File: src/rtl/aes_key_expand_ctrl.sv
// -----------------------------------------------------------------------------
// aes_key_expand_ctrl
//
// Sequencer for an AES-128 key_scheduler datapath. The block takes a cipher key
// on a start/ready handshake and steps the external key_scheduler through
// rounds 0..NUM_ROUNDS, two cycles per round. In the first cycle it issues the
// round and the input key. In the second cycle it captures the registered
// scheduler output into an 11-entry round-key store. The stored keys are
// served through a registered read port.
//
// Ports
//   clk, rst_n      : clock; synchronous active-low reset
//   start, key_in   : expansion request (accepted while ready) and cipher key
//   ready, busy     : idle / expansion in progress
//   done            : one-cycle pulse after the last round key is stored
//   keys_valid      : store holds a complete key set
//   ks_round/ks_key : drive key_scheduler round_in / key_in
//   ks_out          : key_scheduler output (registered, 1-cycle latency)
//   rd_en, rd_idx   : read request and round index
//   rd_key, rd_valid, rd_err : read response, one cycle after rd_en
// -----------------------------------------------------------------------------
module aes_key_expand_ctrl #(
    parameter int NUM_ROUNDS = 10,
    parameter int IDX_W      = 4
) (
    input  logic             clk,
    input  logic             rst_n,
    input  logic             start,
    input  logic [0:127]     key_in,
    output logic             ready,
    output logic             busy,
    output logic             done,
    output logic             keys_valid,
    output logic [4:0]       ks_round,
    output logic [0:127]     ks_key,
    input  logic [0:127]     ks_out,
    input  logic             rd_en,
    input  logic [IDX_W-1:0] rd_idx,
    output logic [0:127]     rd_key,
    output logic             rd_valid,
    output logic             rd_err
);

    localparam int SW = $clog2(NUM_ROUNDS + 1);

    typedef enum logic [1:0] {
        IDLE,
        ISSUE,
        CAPTURE
    } state_t;

    state_t       state;
    state_t       state_nxt;
    logic [4:0]   rcnt;
    logic         last_round;
    logic [0:127] rk [0:NUM_ROUNDS];

    assign last_round = (rcnt == 5'(NUM_ROUNDS));

    // ------------------------------------------------------------------
    // FSM state register
    // ------------------------------------------------------------------
    always_ff @(posedge clk) begin
        if (!rst_n) begin
            state <= IDLE;
        end else begin
            state <= state_nxt;
        end
    end

    // ------------------------------------------------------------------
    // Next state and handshake outputs
    // ------------------------------------------------------------------
    always_comb begin
        state_nxt = state;
        ready     = 1'b0;
        busy      = 1'b1;
        case (state)
            IDLE: begin
                ready = 1'b1;
                busy  = 1'b0;
                if (start) begin
                    state_nxt = ISSUE;
                end
            end
            ISSUE: begin
                state_nxt = CAPTURE;
            end
            CAPTURE: begin
                state_nxt = last_round ? IDLE : ISSUE;
            end
            default: begin
                state_nxt = IDLE;
            end
        endcase
    end

    // ------------------------------------------------------------------
    // Round counter and scheduler drive.
    // ks_round/ks_key are registered and loaded on the transition into
    // ISSUE, so they are stable across ISSUE and CAPTURE. The key for the
    // next round is the scheduler output being captured in this cycle,
    // which equals rk[rcnt] once written.
    // ------------------------------------------------------------------
    always_ff @(posedge clk) begin
        if (!rst_n) begin
            rcnt       <= '0;
            ks_round   <= '0;
            ks_key     <= '0;
            done       <= 1'b0;
            keys_valid <= 1'b0;
        end else begin
            done <= 1'b0;
            case (state)
                IDLE: begin
                    if (start) begin
                        rcnt       <= '0;
                        ks_round   <= '0;
                        ks_key     <= key_in;
                        keys_valid <= 1'b0;
                    end
                end
                CAPTURE: begin
                    if (last_round) begin
                        done       <= 1'b1;
                        keys_valid <= 1'b1;
                        ks_round   <= '0;
                        ks_key     <= '0;
                    end else begin
                        rcnt     <= rcnt + 5'd1;
                        ks_round <= rcnt + 5'd1;
                        ks_key   <= ks_out;
                    end
                end
                default: begin
                end
            endcase
        end
    end

    // ------------------------------------------------------------------
    // Round-key store. The store is not reset, because reads are gated by
    // keys_valid.
    // ------------------------------------------------------------------
    always_ff @(posedge clk) begin
        if (state == CAPTURE) begin
            rk[rcnt[SW-1:0]] <= ks_out;
        end
    end

    // ------------------------------------------------------------------
    // Registered read port
    // ------------------------------------------------------------------
    always_ff @(posedge clk) begin
        if (!rst_n) begin
            rd_key   <= '0;
            rd_valid <= 1'b0;
            rd_err   <= 1'b0;
        end else if (rd_en) begin
            rd_valid <= 1'b1;
            if (keys_valid && (rd_idx <= IDX_W'(NUM_ROUNDS))) begin
                rd_key <= rk[rd_idx[SW-1:0]];
                rd_err <= 1'b0;
            end else begin
                rd_key <= '0;
                rd_err <= 1'b1;
            end
        end else begin
            rd_valid <= 1'b0;
            rd_err   <= 1'b0;
        end
    end

endmodule
File: config.mk
export PLATFORM = sky130hd
export DESIGN_NAME = aes_key_expand_ctrl
export DESIGN_NICKNAME = d
export VERILOG_FILES = /design/src/rtl/aes_key_expand_ctrl.sv
export SDC_FILE = /design/constraint.sdc
export NUM_CORES = 2
export LEC_CHECK = 0
export ABC_AREA = 1
export CAP_MARGIN = 20
export CORE_AREA = 5 5 337 339
export CTS_CLUSTER_SIZE = 12
export DETAILED_ROUTE_END_ITERATION = 8
export DIE_AREA = 0 0 342 344
export PLACE_DENSITY = 0.78
export SETUP_SLACK_MARGIN = 0.2
export SLEW_MARGIN = 10
export SYNTH_ARGS = -nofsm -noshare
export SYNTH_HDL_FRONTEND = slang
export SYNTH_SLANG_ARGS = --single-unit
export TNS_END_PERCENT = 50
File: constraint.sdc
create_clock -name clk -period 24.9 [get_ports clk]
set_input_delay 3.735 -clock clk [delete_from_list [all_inputs] [get_ports clk]]
set_output_delay 3.735 -clock clk [all_outputs]
set_load 0.03 [all_outputs]
Yosys cells after proc, flatten, opt, wreduce, memory -nomap -nowiden
Memory sizes are Yosys's and may differ from the RTL's.
Cells that the tools add are included.
Word-level totals
  flip-flop bits (word level): 272
  RAM bits: 1408
  input bits: 264
  output and inout port bits: 267
  word-level logic and storage cells: 48
  memories kept: 1
Operators by class
  $add $sub $neg: 1
  order comparisons: 1
  equal/unequal tests: 6
  muxes and demuxes: 22
  reductions and logical operators: 8
Memories
  rk: words 11, width 128, read ports 1, clocked after memory_dff 0, write ports 1, line 56  | logic [0:127] rk [0:NUM_ROUNDS];
Operator list (number)
  $mux 128: 3
  $pmux 128 s2: 1
  $pmux 5 s2: 2
  $mux 5: 3
  $mux 1: 10
  $ne 2x2->1 const B: 3
  $pmux 2 s3: 1
  $reduce_and 2->1: 3
  $reduce_and 3->1: 2
  $add 5x1->5 const B: 1
  $eq 5x4->1 const B: 1
  $le 4x4->1 const B: 1
  $eq 2x1->1 const B: 1
  $eq 2x2->1 const B: 1
  $logic_not 2->1: 1
  $mux 2: 1
  $pmux 1 s2: 1
  $reduce_bool 2->1: 1
  $logic_and 1x1->1: 1

Logic depth before layout (Yosys ltp)
  depth after elaboration: 3
  mapped depth: 10
  mapped depth without buffers: 9

Worst setup path after synthesis
No wires, ideal clock.
  path type: register to register
  start point: reg state[1]
  end point: mem rk[3][0] (netlist bit), enable pin
  library setup time: 772 ps
  data arrival time: 9677 ps
  required time: 24128 ps
  setup slack: 14451 ps
  stages on the path, launching flop included: 7
  path buffers: 2
  period minus slack after synthesis: 10449 ps
  path through: dfxtp_1 inv_2 nor2_4 inv_2 buf_2 buf_1 nor3_1
On the way
  word-level cells in the longest chain between the ends: 3
RTL lines
  start: declaration: line 52  | state_t state;
  start signal: assignment: line 67  | state <= state_nxt;
  $eq 2x2->1: line 146  | if (state == CAPTURE) begin
  $mux 1: line 146
  $mux 1 (implied by the code): line 147  | rk[rcnt[SW-1:0]] <= ks_out;
  end: declaration: line 56
Every way passes these cells.

Final worst setup path
  start point: in rd_idx[0]
  end point: reg rd_key[76] (netlist bit)
On the way
  word-level cells in the longest chain between the ends: 3
  elaborated cells on any way between the ends: 4
  classes of those cells: order compare (1); mux (1); reduce/logical (1); memory (1)
RTL lines
  start: declaration: line 38  | input logic [IDX_W-1:0] rd_idx,
  $le 4x4->1: line 161  | if (keys_valid && (rd_idx <= IDX_W'(NUM_ROUNDS))) begin
  $logic_and 1x1->1: line 161
  $mux 128 (*): line 161
  end signal: assignment: line 162  | rd_key <= rk[rd_idx[SW-1:0]];
  end: declaration: line 39  | output logic [0:127] rd_key,
Mark *: on every way between the ends. The rest lies on a longest branch, timed or not.
A chain may end at the register's enable or synchronous reset.

==> metrics.log <==
[metrics] yosys synthesis warning count: 0
[metrics] arrival time reported for the critical path endpoint: 7570 ps
[metrics] cell types occupying the most area after synthesis: sky130_fd_sc_hd__edfxtp_1 65%, sky130_fd_sc_hd__nand2_1 8.9%, sky130_fd_sc_hd__dfxtp_1 8.3%
[metrics] total negative slack: 0 ps
[metrics] vias per cell: 6.139
[metrics] Seq/Total Area, Yosys: 73.02%
[metrics] number of instances resized during post-cts repair: 0
[metrics] total wire length after detailed routing: 186500 um
[metrics] layout net count: 6201
[metrics] number of unique standard cell types used by synthesis: 33
[metrics] Worst R2R Setup Slack: 21000 ps
[metrics] area share of the leading cell type in the synthesized netlist: 64.69%
[metrics] Post-synth EDFFs: 1408
[metrics] Critical Path Sink Type: flip-flop
[metrics] dominant cell by count in the synthesized netlist: sky130_fd_sc_hd__nand2_1
[metrics] run status: finished clean
[metrics] leakage dissipation: 26.04 nW
[metrics] final routed DRC violation total: 0
[metrics] required time reported for the critical path endpoint: 25580 ps
[metrics] Fmax achieved: 0.1452 GHz
[metrics] H-tree depth: 4
[metrics] CP Class: primary input to flip-flop
[metrics] Min Clock Period, post-route: 6888 ps
[metrics] capturing point of the worst reg2reg path: ks_key[0]
[metrics] synthesized area per cell: 11.76 um2
[metrics] pins over their slew limit: 0
[metrics] hold buffer count at cts: 0
[metrics] Post-Place Setup Slack: 17250 ps
[metrics] die outline height: 344 um
[metrics] total overflow reported by the global router: 0
[metrics] final weighted congestion of routability-driven global placement: 0.8760
[metrics] cell count after synthesis: 5560
[metrics] main combinational cell family by area after synthesis: simple AND/OR/NAND/NOR gates
[metrics] pin count of the biggest net entering global routing: 216
[metrics] clock tree from TritonCTS: yes
[metrics] Power per Cell Area: 77.00 mW/mm2
[metrics] initial detailed-routing violation count: 5741
[metrics] hold violation total from the final report: 0
[metrics] antenna viol nets, final: 0
[metrics] post-CTS clock slew at the launch and capture registers of the worst setup and hold paths: 60 ps
[metrics] area overhead of the layout relative to synthesis: 17.41%
[metrics] dominant register cell in the synthesized netlist: sky130_fd_sc_hd__edfxtp_1
[metrics] area share of fa/ha/maj cells after synthesis: 0.07657%
[metrics] launch point of the worst reg-to-reg path: state[1]
[metrics] final count of negative-setup-slack endpoints: 0
[metrics] global-route usage over all layers: 30.93%
[metrics] cell type contributing the most total cell area after synthesis: sky130_fd_sc_hd__edfxtp_1
[metrics] Layout Skew: 26.26 ps
[metrics] Skew-Pair Late Insertion Delay: 770 ps
[metrics] count of placed standard cells including taps: 7249
[metrics] period utilization: 27.66%
[metrics] number of standard cells in the layout, taps in and fillers out: 7573
[metrics] global-route wire length before repair: 274800 um
[metrics] number of storage elements in the synthesis netlist: 1680
[metrics] post-synthesis compound-gate area fraction: 5.802%
[metrics] synth cell count leaders: 1552 x sky130_fd_sc_hd__nand2_1, 1408 x sky130_fd_sc_hd__edfxtp_1, 1087 x sky130_fd_sc_hd__nand3_1
[metrics] Mapped Area: 0.06536 mm2
[metrics] maximum fanout encountered on the critical timing path: 150
[metrics] CP Launch Point: rd_idx[0]
[metrics] number of clock buffers inserted by TritonCTS: 169
[metrics] Worst Setup Slack, final: 18010 ps
[metrics] reported max-cap violation count: 0
[metrics] I/O pin total: 531
[metrics] cell at the root of the clock tree: sky130_fd_sc_hd__clkbuf_16
[metrics] overall die area: 0.1176 mm2
[metrics] Synthesized Nets: 5828
[metrics] fraction of synthesized area in multiplexers: 0%
[metrics] crit path to: rd_key[76]
[metrics] row count: 122
[metrics] number of clock sinks: 1680
[metrics] die width: 342 um
[metrics] total via count in the routed design: 46492
[metrics] share of layout cells above drive strength 1: 6.089%
[metrics] Tightest Pin Transition: 1289 ps
[metrics] R2R depth: 8
[metrics] Rel. slew slack: 14.06%
[metrics] number of buffers inserted by post-CTS setup repair: 0
[metrics] Starting Density: 59.39%
[metrics] unrepaired setup endpoints after global routing: no
[metrics] area inside the core boundary: 0.1101 mm2
[metrics] number of antenna violations at the first check in global routing: 11
[metrics] HPWL after DPL: 97290 um
[metrics] hold crit path type: flip-flop to flip-flop
[metrics] maximum buffer depth of the clock tree: 3
[metrics] post-synthesis share of cell area spent on and, or, nand and nor gates: 18.19%
[metrics] async set-or-reset flop fraction in the synthesized netlist: 0%
[metrics] area share of xor/xnor cells in the synthesized design: 0.02680%
[metrics] fill count: 7518
[metrics] kind of launch point of the worst setup path: primary input
[metrics] Worst VDD drop: 0.06213 mV
[metrics] Initial DRT Pass Iterations: 6
[metrics] per-cell routed wire length: 24.62 um
[metrics] vias in the first global route: 44589
[metrics] Port Buffer Count: 530
==> metal layers <==
layer  part of all wire [%]  vias to the layer above  global-route usage [%]
li1                       -                    20585                       -
met1                     38                    22425                   43.40
met2                     47                     3065                   49.05
met3                     12                      413                   6.279
met4                    3.1                        4                   10.92
met5                  0.014                        -                       0
==> logic make-up after synthesis <==
family | Yosys count
and+or+nand+nor | 2739
DFF | 1680
AOI/OAI and AO/OA | 715
buffers and inverters | 420
adders and majority gates | 4
xor gates and xnor gates | 2
==> where the power goes <==
part | internal [W] | switching [W] | total (W)
combinational | 0.000136 | 0.000284 | 0.000421
clock | 0.00137 | 0.00103 | 0.00240
sequential | 0.00307 | 0.0000132 | 0.00309
==> cell type report <==
cell class / instances / area, um2 / area share (%)
Antenna cell: 8 / 20.02 / 0.02609
Clock buffer: 282 / 4881 / 6.360
Clock inverter: 33 / 360.3 / 0.4696
Inverter: 26 / 138.9 / 0.1810
Multi-Input combinational cell: 3460 / 15840 / 20.64
Sequential cell: 1680 / 47730 / 62.19
Tap cell: 1488 / 1862 / 2.426
Timing Repair Buffer: 596 / 5913 / 7.706
==> stage by stage <==
stage / cell area [um2] / util (%) / power, W / hold slack [ps]
2_1_floorplan: 65360 / - / 0.003368 / 457.8
3_3_place_gp: 71420 / 64.90 / 0.003549 / 452.6
3_5_place_dp: 71450 / 64.92 / 0.003559 / 455.2
4_1_cts: 76690 / 69.68 / 0.005929 / 464.6
5_1_grt: 76730 / 69.72 / 0.006091 / 482.6
6_report: 76740 / 69.73 / 0.005909 / 461.6
==> registers in the layout, indices dropped and copies added (netlist names) <==
name,count
ks_key,128
rcnt,5
keys_valid,1
done,1
rd_valid,1
rd_err,1
rd_key,128
state,2
rk,1408
ks_round,5
==> layout by cell type (no fill, tap or decap), drive strengths merged, types with 2 or more instances in the layout <==
cell type / instances
clkdlybuf4s50: 525
nand3: 1096
or2: 68
clkinv: 18
buf: 71
o211ai: 69
xor2: 2
inv: 37
bufinv: 3
nor2: 17
nor3: 4
clkbuf: 282
a21oi: 454
o21ai: 189
nand2: 1553
diode: 8
edfxtp: 1408
dfxtp: 272
ha: 4
==> critical path: stages <==
cell and delay (ps):
sky130_fd_sc_hd__buf_8 220, sky130_fd_sc_hd__inv_8 760, sky130_fd_sc_hd__buf_4 870, sky130_fd_sc_hd__buf_4 910
sky130_fd_sc_hd__nand2_1 130, sky130_fd_sc_hd__nand3_1 120, sky130_fd_sc_hd__o21ai_1 90, sky130_fd_sc_hd__a21oi_1 200
sky130_fd_sc_hd__nand2_1 90, sky130_fd_sc_hd__a21oi_1 110
==> worst min path at each step <==
stage	depth (start not counted)	from	slack [ps]	to
floorplan	2	rcnt[4]	460	rcnt[4]
global placement	2	rd_key[53]	450	rd_key[53]
detailed placement	2	rd_key[76]	460	rd_key[76]
CTS	2	rd_key[76]	460	rd_key[76]
global route	2	ks_round[1]	480	ks_round[1]
finish	2	rd_key[76]	460	rd_key[76]
(Power assumes the default switching activity.)
